## config.mk

```make
export PLATFORM = sky130hd
export DESIGN_NAME = regfile_write_arbiter
export DESIGN_NICKNAME = d
export VERILOG_FILES = /design/src/rtl/regfile_write_arbiter.sv
export SDC_FILE = /design/constraint.sdc
export NUM_CORES = 1
export LEC_CHECK = 0
export ABC_CLOCK_PERIOD_IN_PS = 10750
export BUFFER_PORTS_ARGS = -buffer_cell sky130_fd_sc_hd__buf_2
export CORE_MARGIN = 1
export CORE_UTILIZATION = 50
export DETAILED_ROUTE_END_ITERATION = 10
export HOLD_SLACK_MARGIN = 0.03
export PLACE_DENSITY_LB_ADDON = 0.2
export SETUP_SLACK_MARGIN = 0.05
export SYNTH_ARGS = -nofsm -noshare
export SYNTH_HDL_FRONTEND = slang
export SYNTH_SLANG_ARGS = --single-unit
```

## constraint.sdc

```tcl
create_clock -name clk -period 10.75 [get_ports clk]
set_input_delay 2.15 -clock clk [delete_from_list [all_inputs] [get_ports clk]]
set_output_delay 2.15 -clock clk [all_outputs]
set_load 0.005 [all_outputs]
```

## src/rtl/regfile_write_arbiter.sv

```systemverilog
// Arbitrates the regfile write port between ALU writeback and a buffered load-writeback FIFO.
// ALU has priority, a starvation counter forces the FIFO through, and writes to R15 are dropped.
module regfile_write_arbiter #(
  parameter int unsigned DEPTH      = 2,
  parameter int unsigned STARVE_MAX = 4
) (
  input  logic        clk,
  input  logic        reset,
  input  logic        alu_we,
  input  logic [3:0]  alu_wa,
  input  logic [31:0] alu_wd,
  output logic        alu_stall,
  input  logic        mem_valid,
  output logic        mem_ready,
  input  logic [3:0]  mem_wa,
  input  logic [31:0] mem_wd,
  output logic        we3,
  output logic [3:0]  wa3,
  output logic [31:0] wd3,
  output logic        pending,
  output logic        r15_drop
);

  localparam int unsigned PW = (DEPTH > 1) ? $clog2(DEPTH) : 1;
  localparam int unsigned CW = $clog2(DEPTH + 1);
  localparam int unsigned SW = $clog2(STARVE_MAX + 1);

  typedef enum logic [1:0] {G_IDLE, G_ALU, G_FIFO, G_BYP} grant_e;

  logic [CW-1:0]    cnt_q;
  logic [PW-1:0]    head_q, tail_q;
  logic [SW-1:0]    starve_q;
  logic [DEPTH-1:0] kill_q, kill_next;
  logic [3:0]       ent_wa [DEPTH];
  logic [31:0]      ent_wd [DEPTH];

  grant_e      grant;
  logic        live, head_killed, accept, push, pop;
  logic [3:0]  sel_wa;
  logic [31:0] sel_wd;

  // Grant selection, port mux and FIFO control
  always_comb begin
    grant       = G_IDLE;
    sel_wa      = 4'h0;
    sel_wd      = 32'h0;
    live        = (cnt_q != '0) && !kill_q[head_q];
    head_killed = (cnt_q != '0) && kill_q[head_q];
    mem_ready   = (cnt_q < CW'(DEPTH)) && !reset;
    accept      = mem_valid && mem_ready;

    if (reset)                                        grant = G_IDLE;
    else if (live && (starve_q == SW'(STARVE_MAX)))   grant = G_FIFO;
    else if (alu_we)                                  grant = G_ALU;
    else if (live)                                    grant = G_FIFO;
    else if (accept && (cnt_q == '0))                 grant = G_BYP;

    case (grant)
      G_ALU:   begin sel_wa = alu_wa;         sel_wd = alu_wd;         end
      G_FIFO:  begin sel_wa = ent_wa[head_q]; sel_wd = ent_wd[head_q]; end
      G_BYP:   begin sel_wa = mem_wa;         sel_wd = mem_wd;         end
      default: begin sel_wa = 4'h0;           sel_wd = 32'h0;          end
    endcase

    r15_drop  = (grant != G_IDLE) && (sel_wa == 4'hF);
    we3       = (grant != G_IDLE) && (sel_wa != 4'hF);
    wa3       = sel_wa;
    wd3       = sel_wd;
    alu_stall = !reset && alu_we && (grant != G_ALU);
    pending   = (cnt_q != '0);

    push = accept && (grant != G_BYP);
    pop  = !reset && ((grant == G_FIFO) || head_killed);

    // A granted ALU write supersedes older buffered loads to the same register
    for (int unsigned i = 0; i < DEPTH; i++) begin
      kill_next[i] = kill_q[i] || ((grant == G_ALU) && (ent_wa[i] == alu_wa));
    end
    if (push) kill_next[tail_q] = (grant == G_ALU) && (mem_wa == alu_wa);
  end

  always_ff @(posedge clk) begin
    if (reset) begin
      cnt_q    <= '0;
      head_q   <= '0;
      tail_q   <= '0;
      starve_q <= '0;
      kill_q   <= '0;
      for (int unsigned i = 0; i < DEPTH; i++) ent_wa[i] <= 4'h0;
    end else begin
      if (push) begin
        ent_wa[tail_q] <= mem_wa;
        tail_q         <= tail_q + PW'(1);
      end
      if (pop) head_q <= head_q + PW'(1);
      cnt_q  <= cnt_q + CW'(push) - CW'(pop);
      kill_q <= kill_next;
      if ((grant == G_FIFO) || (cnt_q == '0))
        starve_q <= '0;
      else if ((grant == G_ALU) && live && (starve_q != SW'(STARVE_MAX)))
        starve_q <= starve_q + SW'(1);
    end
  end

  // Payload storage needs no reset; occupancy is tracked by cnt_q
  always_ff @(posedge clk) begin
    if (!reset && push) ent_wd[tail_q] <= mem_wd;
  end

endmodule
```

==> summary.md <==
| Metric | Value |
|---|---|
| Cells along the critical path | `buf_2 -> nor4b_4 -> o32ai_4 -> buf_4 -> mux2i_1 -> o21ai_1 -> and4_1 -> buf_2` |
| Slowest stage cell, crit path | `nor4b_4` |
| Grt ovf | `0` |
| Hold Crit Class | `reg -> reg` |
| Layout cells sized above 1 | `a little under a third` |
| Ant diodes | `0` |
| CP endpoint kind | `primary output` |
| Initial antenna violation count | `0` |
| Filler cells | `642` |
| Peak VDD IR | `90.15 uV` |
| CP Launch Type | `primary input` |
| Routed wire per std cell | `about 14 um` |
| CTS tree | `done` |
| Slew margin rel. | `24.62%` |
| Peak fanout along the critical path | `68` |
| Clock root cell | `clkbuf_8` |
| Mapped Cells | `360` |
| First-pass GRT wire length | `about 13,000 um` |
| Buf/Inv on CP | `3` |
| Number of buffers created by CTS | `9` |
| # H-tree levels | `3` |
| Die Span X | `around 92 um` |
| Routed vias/inst | `5.162` |
| Remaining DRCs | `0` |
| Clock Sinks | `82` |
| Design area | `0.004987 mm^2` |
| Die area | `between 0.008 and 0.009 mm^2` |
| Die H | `92.39 um` |
| First drt pass iteration count | `4` |
| Area grow syn2layout | `22.08%` |
| Drt first-iter violations | `117` |
| Reg clk slew, reported paths | `0.08 ns` |
| Top_reg_cell synth | `edfxtp_1` |
| # Max-Cap Violations | `0` |
| Synth cell types | `39` |
| Status | `finished, final reports clean` |
| Crit path top cell by count | `buf_2` |
| PostCTS Resize Cnt | `0` |
| Sequential share of the synthesized area | `57.83%` |
| Setup Viol. Count Final | `0` |
| Clock Path Buffers | `2` |
| Final Hold Fails | `0` |
| Row count | `32` |
| Boundary Pins | `117` |
| Sequential Area | `0.002364 mm^2` |
| Max Freq | `0.1636 GHz` |
| GPL Wtd Cong | `0.7691` |
| Final-report max-slew violation count | `0` |
| Clock Skew | `0.01191 ns` |
| Post-Syn Nets | `440` |
| Unrepaired setup endpoints after global routing | `false` |
| Final net count | `552` |
| Dpl hpwl | `~5500 um` |
| Worst Tran Pin Value | `1.131 ns` |
| Power Dens Cells | `152.0 mW/mm^2` |
| Number of flops mapped to enable cells by yosys | `72` |
| Antenna-violating nets left | `0` |
| Total track usage | `just over 20%` |
| # hold bufs at CTS | `0` |
| Minimum clock period | `slightly above 6 ns` |
| Synth Register Bits | `82` |
| Clock Latency Late Sink | `0.34 ns` |
| Kind of critical path | `in -> out` |
| Post-route setup TNS | `0 ns` |
| Synth warnings | `0` |
| Core region area | `0.007807 mm^2` |
| Final Cycle Share | `56.85%` |
| Total detailed-routing wirelength | `8282 um` |
| CP peak stage delay | `0.40 ns` |
| CP top delay family | `simple AND/OR/NAND/NOR gates` |
| Largest net degree at the start of global routing | `69` |
| Multi-input gate area | `0.001620 mm^2` |
| Area after DPL | `roughly 0.0048 mm^2` |
| Post-CTS Setup Inserts | `0` |
| PortBufs | `116` |
| Vias | `~3,000` |
| Post-synthesis cell area | `between 0.004 and 0.005 mm^2` |
| Initial cell density of the core | `52.32%` |
| Leakage | `1.990 nW` |
| Async set-reset flop share out of synthesis | `0%` |
| CP arrival | `3.96 ns` |
| Vias in the first global route | `2,779` |
| Worst EP required | `8.60 ns` |
| Synth Area per Inst | `11.35 um^2` |
state kept, by name, summed over array words and instances (netlist names), named ones only:
| name | flops |
|---|---|
| head_q | 1 |
| ent_wa | 8 |
| kill_q | 2 |
| cnt_q | 2 |
| tail_q | 1 |
| starve_q | 3 |
| ent_wd | 64 |
per-layer routing:
layer | up-vias | global-route usage [%] | part of all wire (%)
li1 | 1519 | - | -
met1 | 1362 | 26.70 | 45
met2 | 101 | 33.21 | 48
met3 | 7 | 3.612 | 5.7
met4 | 0 | 7.682 | 1.2
met5 | - | 0 | 0
worst min-delay path: stages, from the launching register on:
cell and delay (ns):
dfxtp_1 0.36, mux2i_1 0.08, nor2_1 0.08
layout make-up:
| class | count | share of cell area [%] |
|---|---|---|
| Timing Repair Buffer | 121 | 12.39 |
| Clock inverter | 5 | 2.082 |
| Tap cell | 102 | 2.559 |
| Inverter | 6 | 0.4516 |
| Clock buffer | 11 | 2.634 |
| Sequential cell | 82 | 47.39 |
| Multi-Input combinational cell | 252 | 32.49 |
layout by cell type (no fill, tap or decap), types with 3 or more instances in the layout:
| cell type | n |
|---|---|
| a211oi_1 | 4 |
| and2_1 | 10 |
| buf_2 | 116 |
| buf_4 | 5 |
| bufinv_16 | 3 |
| clkbuf_8 | 9 |
| dfxtp_1 | 9 |
| edfxtp_1 | 72 |
| ha_1 | 4 |
| inv_1 | 5 |
| mux2_2 | 4 |
| mux2i_1 | 39 |
| nand2_1 | 70 |
| nor2_1 | 10 |
| nor4_1 | 3 |
| o21ai_0 | 61 |
| o21ai_1 | 6 |
| or2_2 | 3 |
| xnor2_1 | 3 |
| xor2_1 | 15 |
final timing paths:
kind | from | endpoint | slack (ns) | cells past startpoint
setup / recovery | reset | r15_drop | 4.64 | 8
hold / removal | starve_q[1] | starve_q[1] | 0.56 | 2
setup reg to reg | head_q | ent_wd[0][29] | 7.92 | 4
hold reg to reg | starve_q[1] | starve_q[1] | 0.56 | 2
synthesized netlist by cell type (2+ instances only):
library cell,number,share of area [%]
buf_2,7,0.86
and4_1,2,0.43
o21ai_1,6,0.74
and2_1,10,1.5
inv_1,5,0.46
mux2_2,4,1.1
or2_2,3,0.46
xor2_1,15,3.2
nor4_1,3,0.46
edfxtp_1,72,53
xnor2_1,3,0.64
clkbuf_1,11,1.0
nand2_1,70,6.4
a211oi_1,4,0.74
nor2b_1,2,0.31
nor2_1,10,0.92
dfxtp_1,10,4.9
ha_1,4,1.2
mux2i_1,39,9.6
o21ai_0,61,7.5
cells by family (layout without fill, tap and decap cells):
logic type,Yosys count,count (layout),synth area share (%)
XOR/XNOR,18,18,3.859
adder cells (fa/ha/maj),4,4,1.225
buffers and inverters,26,143,2.787
AO/OA/AOI/OAI,81,81,11.46
AND/OR/NAND/NOR,105,105,11.82
multiplexers,44,44,11.03
flip-flops,82,82,57.83
per-stage QoR:
stage	worst slack (ns)	hold WS [ns]	util (%)	total power, W	instances
finish	4.638	0.5603	63.88	0.0007583	579
global route	4.497	0.6051	63.88	0.0007941	579
CTS	4.644	0.5759	63.88	0.0007638	579
detailed placement	4.657	0.5530	60.87	0.0005045	563
global placement	4.694	0.5136	60.87	0.0005022	563
floorplan	4.892	0.4905	-	0.0004545	360
where the power goes:
part           internal [W]  total, W  switching [W]
Combinational     0.0000562  0.000124      0.0000678
Sequential         0.000361  0.000373      0.0000121
Clock              0.000155  0.000262       0.000107
Total              0.000571  0.000758       0.000187
(Power assumes the default switching activity.)
